[config.mk]
export PLATFORM = sky130hd
export DESIGN_NAME = keypad_scan
export DESIGN_NICKNAME = d
export VERILOG_FILES = /design/src/rtl/keypad_scan.sv
export SDC_FILE = /design/constraint.sdc
export NUM_CORES = 1
export LEC_CHECK = 0
export BUFFER_PORTS_ARGS = -buffer_cell sky130_fd_sc_hd__buf_2
export CAP_MARGIN = 30
export CORE_ASPECT_RATIO = 1.75
export CORE_MARGIN = 10
export CORE_UTILIZATION = 40
export DETAILED_ROUTE_END_ITERATION = 8
export HOLD_SLACK_MARGIN = 0.05
export PLACE_DENSITY = 0.6
export RECOVER_POWER = 50
export SYNTH_ARGS = -nofsm -noshare
export SYNTH_HDL_FRONTEND = slang
export SYNTH_SLANG_ARGS = --single-unit
[constraint.sdc]
create_clock -name clk -period 3.65 [get_ports clk]
set_input_delay 0.73 -clock clk [delete_from_list [all_inputs] [get_ports clk]]
set_output_delay 0.73 -clock clk [all_outputs]
set_load 0.05 [all_outputs]
[src/rtl/keypad_scan.sv]
// 4x4 matrix keypad scanner: active-low column drive, synchronized and
// debounced row sense, one-entry valid/ack key buffer with overrun flag.
module keypad_scan #(
  parameter int SCAN_DIV     = 1000,
  parameter int DEBOUNCE_CNT = 4
) (
  input  logic       clk,
  input  logic       rst_n,
  output logic [3:0] KCOL,
  input  logic [3:0] KROW,
  output logic [3:0] key_code,
  output logic       key_valid,
  input  logic       key_ack,
  output logic       key_down,
  output logic       overrun
);

  localparam int DW = $clog2(SCAN_DIV);
  localparam int CW = $clog2(DEBOUNCE_CNT + 1);
  localparam logic [DW-1:0] DWELL_LAST = DW'(SCAN_DIV - 1);
  localparam logic [CW-1:0] DB_LAST    = CW'(DEBOUNCE_CNT - 1);

  typedef enum logic [1:0] {IDLE, PRESS_CHK, HELD, RELEASE_CHK} state_e;
  typedef enum logic [1:0] {CLS_NONE, CLS_SINGLE, CLS_MULTI} cls_e;

  logic [3:0]    sync1_q, sync2_q;
  logic [DW-1:0] dwell_q;
  logic [1:0]    col_q;
  logic [1:0]    acc_cnt_q;   // lows seen so far this sweep, saturating at 2
  logic [3:0]    acc_code_q;
  state_e        state_q, state_d;
  logic [CW-1:0] cnt_q, cnt_d;
  logic [3:0]    cand_q, cand_d;
  logic          key_down_d;
  logic          accept;

  logic          last_dwell, sweep_end;
  logic [3:0]    col_lows;
  logic [2:0]    n_col, col_total;
  logic [1:0]    row_idx;
  logic [3:0]    col_code;
  cls_e          cls;

  assign last_dwell = (dwell_q == DWELL_LAST);
  assign sweep_end  = last_dwell && (col_q == 2'd3);
  assign col_lows   = ~sync2_q;
  assign n_col      = {2'b00, col_lows[0]} + {2'b00, col_lows[1]}
                    + {2'b00, col_lows[2]} + {2'b00, col_lows[3]};
  assign col_total  = {1'b0, acc_cnt_q} + n_col;

  // NOTE: every variable assigned in always_comb gets a default first, so no latch is inferred.
  always_comb begin
    row_idx = 2'd0;
    for (int r = 3; r >= 0; r--)
      if (col_lows[r]) row_idx = 2'(r);
  end

  // Only meaningful when col_total == 1: the single low came earlier or now.
  assign col_code = (acc_cnt_q != 2'd0) ? acc_code_q : {row_idx, col_q};

  always_comb begin
    cls = CLS_MULTI;
    if (col_total == 3'd0)      cls = CLS_NONE;
    else if (col_total == 3'd1) cls = CLS_SINGLE;
  end

  // NOTE: sequential state uses non-blocking assignments so all flops update together.
  always_ff @(posedge clk or negedge rst_n) begin
    if (!rst_n) begin
      sync1_q    <= 4'b1111;
      sync2_q    <= 4'b1111;
      dwell_q    <= '0;
      col_q      <= 2'd0;
      KCOL       <= 4'b1110;
      acc_cnt_q  <= 2'd0;
      acc_code_q <= 4'd0;
    end else begin
      sync1_q <= KROW;
      sync2_q <= sync1_q;
      if (last_dwell) begin
        dwell_q <= '0;
        col_q   <= col_q + 2'd1;
        KCOL    <= {KCOL[2:0], KCOL[3]};
        if (sweep_end) begin
          acc_cnt_q  <= 2'd0;
          acc_code_q <= 4'd0;
        end else begin
          acc_cnt_q  <= (col_total > 3'd1) ? 2'd2 : col_total[1:0];
          acc_code_q <= col_code;
        end
      end else begin
        dwell_q <= dwell_q + DW'(1);
      end
    end
  end

  always_comb begin
    state_d    = state_q;
    cnt_d      = cnt_q;
    cand_d     = cand_q;
    key_down_d = key_down;
    accept     = 1'b0;
    if (sweep_end) begin
      unique case (state_q)
        IDLE: begin
          if (cls == CLS_SINGLE) begin
            cand_d = col_code;
            if (DEBOUNCE_CNT == 1) begin
              accept  = 1'b1;
              state_d = HELD;
              cnt_d   = '0;
            end else begin
              state_d = PRESS_CHK;
              cnt_d   = CW'(1);
            end
          end
        end
        PRESS_CHK: begin
          case (cls)
            CLS_NONE: begin
              state_d = IDLE;
              cnt_d   = '0;
            end
            CLS_SINGLE: begin
              if (col_code == cand_q) begin
                if (cnt_q == DB_LAST) begin
                  accept  = 1'b1;
                  state_d = HELD;
                  cnt_d   = '0;
                end else begin
                  cnt_d = cnt_q + CW'(1);
                end
              end else begin
                cand_d = col_code;
                cnt_d  = CW'(1);
              end
            end
            default: cnt_d = '0;
          endcase
        end
        HELD: begin
          if (cls == CLS_NONE) begin
            if (DEBOUNCE_CNT == 1) begin
              state_d    = IDLE;
              key_down_d = 1'b0;
            end else begin
              state_d = RELEASE_CHK;
              cnt_d   = CW'(1);
            end
          end
        end
        RELEASE_CHK: begin
          if (cls == CLS_NONE) begin
            if (cnt_q == DB_LAST) begin
              state_d    = IDLE;
              cnt_d      = '0;
              key_down_d = 1'b0;
            end else begin
              cnt_d = cnt_q + CW'(1);
            end
          end else begin
            state_d = HELD;
            cnt_d   = '0;
          end
        end
      endcase
      if (accept) key_down_d = 1'b1;
    end
  end

  always_ff @(posedge clk or negedge rst_n) begin
    if (!rst_n) begin
      state_q   <= IDLE;
      cnt_q     <= '0;
      cand_q    <= 4'd0;
      key_code  <= 4'd0;
      key_valid <= 1'b0;
      key_down  <= 1'b0;
      overrun   <= 1'b0;
    end else begin
      state_q  <= state_d;
      cnt_q    <= cnt_d;
      cand_q   <= cand_d;
      key_down <= key_down_d;
      // A fresh key beats a same-cycle ack; overrun only if the old key was never taken.
      if (accept) begin
        key_code  <= cand_d;
        key_valid <= 1'b1;
        overrun   <= key_valid && !key_ack;
      end else if (key_valid && key_ack) begin
        key_valid <= 1'b0;
        overrun   <= 1'b0;
      end
    end
  end

endmodule
==> results.toml, run 1 <==
[clock_tree]
cts.htree.levels = 2
hold_buffers = 0
post-cts-setup-buffers = 0
clkLatencyLatePin_ns = 0.30
cts_made_buffers = 5
tritoncts = "yes"
cts-root-buf = "clkbuf_8"
cts.clk_slew.worst_paths_ns = 0.09
cts_sinks = 46
ctsResizeCount = 0
clk_path_buf_depth = 2

[yosys]
async_reset_ff_share_pct = 100.0
synth_cell_type_count = 47
yosys.area.top_type = "dfrtp_1"
synth_edf_count = 0
synth-main-ff-cell = "dfrtp_1"
netlist_area_um2 = 2251
synth.top_cell.area_share_pct = 38.91
synth-seq-cells = 46
synth_area_leaders = "dfrtp_1 (39%), dfstp_2 (13%), nand2_1 (7.3%)"
synthCells = 218
synth_seq_area_share_pct = 51.75
syn_avg_cell_area_um2 = 10.33
yosysWarningCount = 0
syn_nets = 231

[placement]
place_hpwl_um = 3396
dp_slack_ns = 0.3260
placed_area_um2 = 2459
place_congestion = 0.8430
placed_cells = 309
port_buffers = 17

[sta]
setup_violations = 0
skew_ns = 0.007578
finalHoldViolCount = 0
layout_setup_ws_ns = 0.3218
min_period_ns = 3.328
min_period_over_period_pct = 91.18
maxSlewViolCount = 0
holdWs_ns = 0.3605
setup_tns_ns = 0
tightestPinTransition_ns = 1.316
max-slew-margin-rel_pct = 12.24
fmax_mhz = 300.5
grt_setup_unrepaired = "no"

[worst_setup_path]
cp_data_required_time_ns = 3.84
worstPathMaxFanout = 5
cp-start-kind = "flip-flop"
worstSetupEndpointType = "flip-flop"
crit_type = "flip-flop to flip-flop"
worstPathArrival_ns = 3.52

[floorplanning]
die_h_um = 119.2
placementRows = 36
core_um2 = 5540
die_x_um = 76.71
start_util_pct = 40.63
die_area_um2 = 9146
io_pins = 18

[global_routing]
grt_overflow = 0
grt_pass1_wl_um = 7935
grt_pass1_vias = 1692
grt_max_degree = 27
antenna_found_initial = 0
gr-usage-all-layers_pct = 10.60

[layout]
fin_cells = 317
final_layout_size_suffix_gt1_share_pct = 22.41
multi_input_area_um2 = 1030
nNetsFinal = 253
seqCellArea_um2 = 1165
insertedDiodeCount = 0
syn_to_final_growth_pct = 13.79
finish.instance_area_um2 = 2561
nFillCells = 522

[hold_path]
hp-class = "flip-flop to flip-flop"

[run_status]
status = "complete, no violations"

[detailed_routing]
wirelength_um = 4572
vias_per_cell = 5.142
vias = 1630
drt_iter0_drc = 57
post_drt_wl_per_cell_um = 14.42
drtPass1Iterations = 4
drcViolationCount = 0
antenna_left = 0

[power]
power_density_nw_per_um2 = 382.7
p_leak_uw = 0.001206
ir_worst_vdd_mv = 0.2901

[run]
drv_cap = 0
-- cells in the final DEF, fill, tap and decap left out, types with 4 or more instances in the layout --
cell	instances
and2_1	4
clkbuf_8	5
dfrtp_1	35
a21oi_1	4
nor4_1	4
nand2_1	44
mux2_2	4
o21ai_0	8
mux2_4	4
nor2_1	13
nand3_1	9
dfstp_2	11
xnor2_1	6
inv_1	9
buf_2	16
xor2_1	4
o31ai_1	4
-- flip-flops by register name, indices dropped and copies added (netlist names) --
signal / count
dwell_q: 10
key_down: 1
sync2_q: 4
col_q: 2
acc_cnt_q: 2
sync1_q: 4
state_q: 2
key_code: 4
key_valid: 1
acc_code_q: 4
cnt_q: 3
overrun: 1
cand_q: 4
KCOL: 4
-- layout make-up --
type / count / share of cell area (%)
clock inverters: 1 / 0.3420
inverters: 9 / 1.319
multi-input cells: 157 / 40.21
clock buffers: 7 / 4.641
well taps: 76 / 3.713
repair buffers: 21 / 4.299
flip-flops and latches: 46 / 45.48
-- where the power goes --
group          switching, uW  internal (uW)
sequential              3.57            519
combinational           38.4           19.6
clock                    181            219
-- metrics by stage --
step	utilization [%]	total power [uW]
floorplan	-	564.6
global placement	43.88	590.5
detailed placement	44.38	594.5
CTS	46.68	995.7
global route	46.23	1022
finish	46.23	980.1
-- layer usage --
layer,wire length (um),vias to the layer above,track usage [%],share of wire [%]
met5,0,-,0,0
met4,110,0,5.491,2.4
met3,183,6,2.560,4.0
li1,-,803,-,-
met2,2370,26,18.54,52
met1,1907,795,11.50,42
-- worst paths after layout --
path / startpoint / to / slack (ns) / cells after the start
setup / recovery: acc_cnt_q[0]$_DFFE_PN0N_ / key_code[1]$_DFFE_PN0P_ / 0.32 / 9
hold / removal: sync1_q[3]$_DFF_PN1_ / sync2_q[3]$_DFF_PN1_ / 0.36 / 0
setup reg to reg: acc_cnt_q[0]$_DFFE_PN0N_ / key_code[1]$_DFFE_PN0P_ / 0.32 / 9
hold reg to reg: sync1_q[3]$_DFF_PN1_ / sync2_q[3]$_DFF_PN1_ / 0.36 / 0
max in group asynchronous: rst_n / cnt_q[2]$_DFFE_PN0P_ / 1.29 / 2
min in group asynchronous: rst_n / KCOL[0]$_DFFE_PN0N_ / 0.60 / 1
-- Yosys cell counts (2+ instances only) --
master / n
a22oi_1: 2
a211o_1: 2
a41oi_1: 2
o21ai_0: 8
nand4_1: 2
xor2_1: 4
nand3_1: 9
xnor2_1: 6
dfrtp_1: 35
dfstp_2: 11
nor2_1: 13
a22o_1: 2
mux2_4: 4
clkbuf_1: 6
and2_1: 4
fa_1: 3
mux2_2: 4
o211ai_1: 2
ha_1: 3
nor3_1: 3
a21oi_1: 4
a31oi_1: 2
o31ai_1: 4
nor4_1: 4
o2111a_1: 2
inv_1: 9
mux2i_1: 2
or2_2: 2
nor2b_1: 3
nand2_1: 44
-- cell families after synthesis --
kind of cell	count (synthesis)	share of synthesized area (%)
compound gates	37	11.79
xor+xnor	10	3.891
fa+ha+maj	6	4.336
buf+inv	15	2.501
flops	46	51.75
mux	10	5.559
simple gates	94	20.18
-- worst max-delay path: stages (launching register included) --
cell and delay (ns):
dfrtp_1 0.40, inv_1 0.07, fa_1 0.50, inv_1 0.05
fa_1 0.37, fa_1 0.45, or2_2 0.35, or3_4 0.45
mux2_4 0.31, mux2_2 0.25
Power figures use the tool's default switching activity.
==> inputs of run 2 (changes only) <==
Settings changed: CORE_MARGIN 10 to 2, CTS_BUF_LIST set to sky130_fd_sc_hd__clkbuf_16, TNS_END_PERCENT set to 10.
==> results.toml, run 2 (synthesized netlist as in run 1, its figures left out) <==
[detailed_routing]
post_drt_wl_per_cell_um = 14.74
antenna_left = 0
drtPass1Iterations = 4
wirelength_um = 4687
drcViolationCount = 0
vias_per_cell = 5.242
drt_iter0_drc = 43
vias = 1667

[hold_path]
hp-class = "flip-flop to flip-flop"

[layout]
multi_input_area_um2 = 1030
syn_to_final_growth_pct = 14.73
final_layout_size_suffix_gt1_share_pct = 22.31
seqCellArea_um2 = 1165
top_register = "dwell_q"
final_cell_mix = "nand2_1 (44), dfrtp_1 (35), buf_2 (16)"
fin_cells = 318
insertedDiodeCount = 0
largest_reg_flops = 10
nFillCells = 541
mostFrequentLayoutCell = "nand2_1"
nNetsFinal = 254

[clock_tree]
ctsResizeCount = 0
cts.clk_slew.worst_paths_ns = 0.06
cts_made_buffers = 5
clk_path_buf_depth = 2
cts_sinks = 46
cts.htree.levels = 2
clkLatencyLatePin_ns = 0.28
cts-root-buf = "clkbuf_16"
tritoncts = "yes"
post-cts-setup-buffers = 0
hold_buffers = 0

[sta]
skew_ns = 0.002530
max-slew-margin-rel_pct = 8.002
setup_violations = 0
fmax_mhz = 300.2
setup_tns_ns = 0
finalHoldViolCount = 0
maxSlewViolCount = 0
min_period_ns = 3.331
min_period_over_period_pct = 91.27
grt_setup_unrepaired = "no"
tightestPinTransition_ns = 1.380

[worst_setup_path]
cp-start-kind = "flip-flop"
worstPathArrival_ns = 3.50
worstSetupEndpointType = "flip-flop"
crit_type = "flip-flop to flip-flop"
cp_data_required_time_ns = 3.82
worstPathMaxFanout = 5

[placement]
place_congestion = 0.8384
place_hpwl_um = 3456
placed_cells = 310
port_buffers = 17

[floorplanning]
die_h_um = 103.2
die_x_um = 60.71
io_pins = 18
core_um2 = 5495
start_util_pct = 40.96
placementRows = 36
die_area_um2 = 6267

[global_routing]
grt_pass1_wl_um = 8038
antenna_found_initial = 0
globalRouteMet3Util_pct = 4.478
busiest_layer = "met2"
gr-usage-all-layers_pct = 17.46
grt_use_met1_pct = 19.09
met2_usage_pct = 30.19
grt_max_degree = 28
grt_pass1_vias = 1719
grt_overflow = 0

[run]
drv_cap = 0

[power]
power_density_nw_per_um2 = 393.4
ir_worst_vdd_mv = 0.3136
p_leak_uw = 0.001214

[run_status]
status = "complete, no violations"
[run 2: cell type report]
class                      instances  area share [%]
timing repair buffer              22           4.554
tap                               76           3.682
inverter                           9           1.308
sequential                        46           45.11
clock inverter                     3          0.6298
clock buffer                       5           4.845
multi-input combinational        157           39.87
[run 2: stage by stage]
step,instance area [um^2],hold slack [ns],power (uW),util [%],setup WS [ns]
detailed placement,2459,0.3470,593.7,44.74,0.3305
finish,2582,0.3545,1016,46.99,0.3188
global route,2582,0.3548,1066,46.99,0.1753
global placement,2439,0.3457,590.6,44.38,0.3694
CTS,2600,0.3556,1035,47.31,0.3157
floorplan,2251,0.3452,564.6,-,0.4300
[run 2: final timing paths]
check                           cells after the start  slack [ns]                   endpoint                      from
worst min-delay path                                0        0.35       sync2_q[2]$_DFF_PN1_      sync1_q[2]$_DFF_PN1_
max in group asynchronous                           2        1.21  acc_code_q[3]$_DFFE_PN0N_                     rst_n
worst min register to register                      0        0.35       sync2_q[2]$_DFF_PN1_      sync1_q[2]$_DFF_PN1_
worst max-delay path                                9        0.32    key_code[3]$_DFFE_PN0P_  acc_cnt_q[0]$_DFFE_PN0N_
worst max register to register                      9        0.32    key_code[3]$_DFFE_PN0P_  acc_cnt_q[0]$_DFFE_PN0N_
min in group asynchronous                           1        0.63    key_code[2]$_DFFE_PN0P_                     rst_n
[run 2: worst max-delay path, stage by stage, from the launching register on]
cell and delay [ns]:
dfrtp_1 0.40, inv_1 0.07, fa_1 0.50, inv_1 0.05, fa_1 0.37, fa_1 0.45, or2_2 0.35, or3_4 0.45
mux2_4 0.32, mux2_2 0.25
[run 2: per-layer routing]
layer	routed length, um	vias up
met4	132	0
met3	170	11
li1	-	807
met1	1821	808
met2	2562	41
met5	0	-
[run 2: report_power, final]
group          total [uW]  leakage, uW  switching (uW)  internal, uW
Clock                 434    0.0000672             184           250
Combinational        58.7     0.000558            39.1          19.6
Sequential            523     0.000589            3.75           519
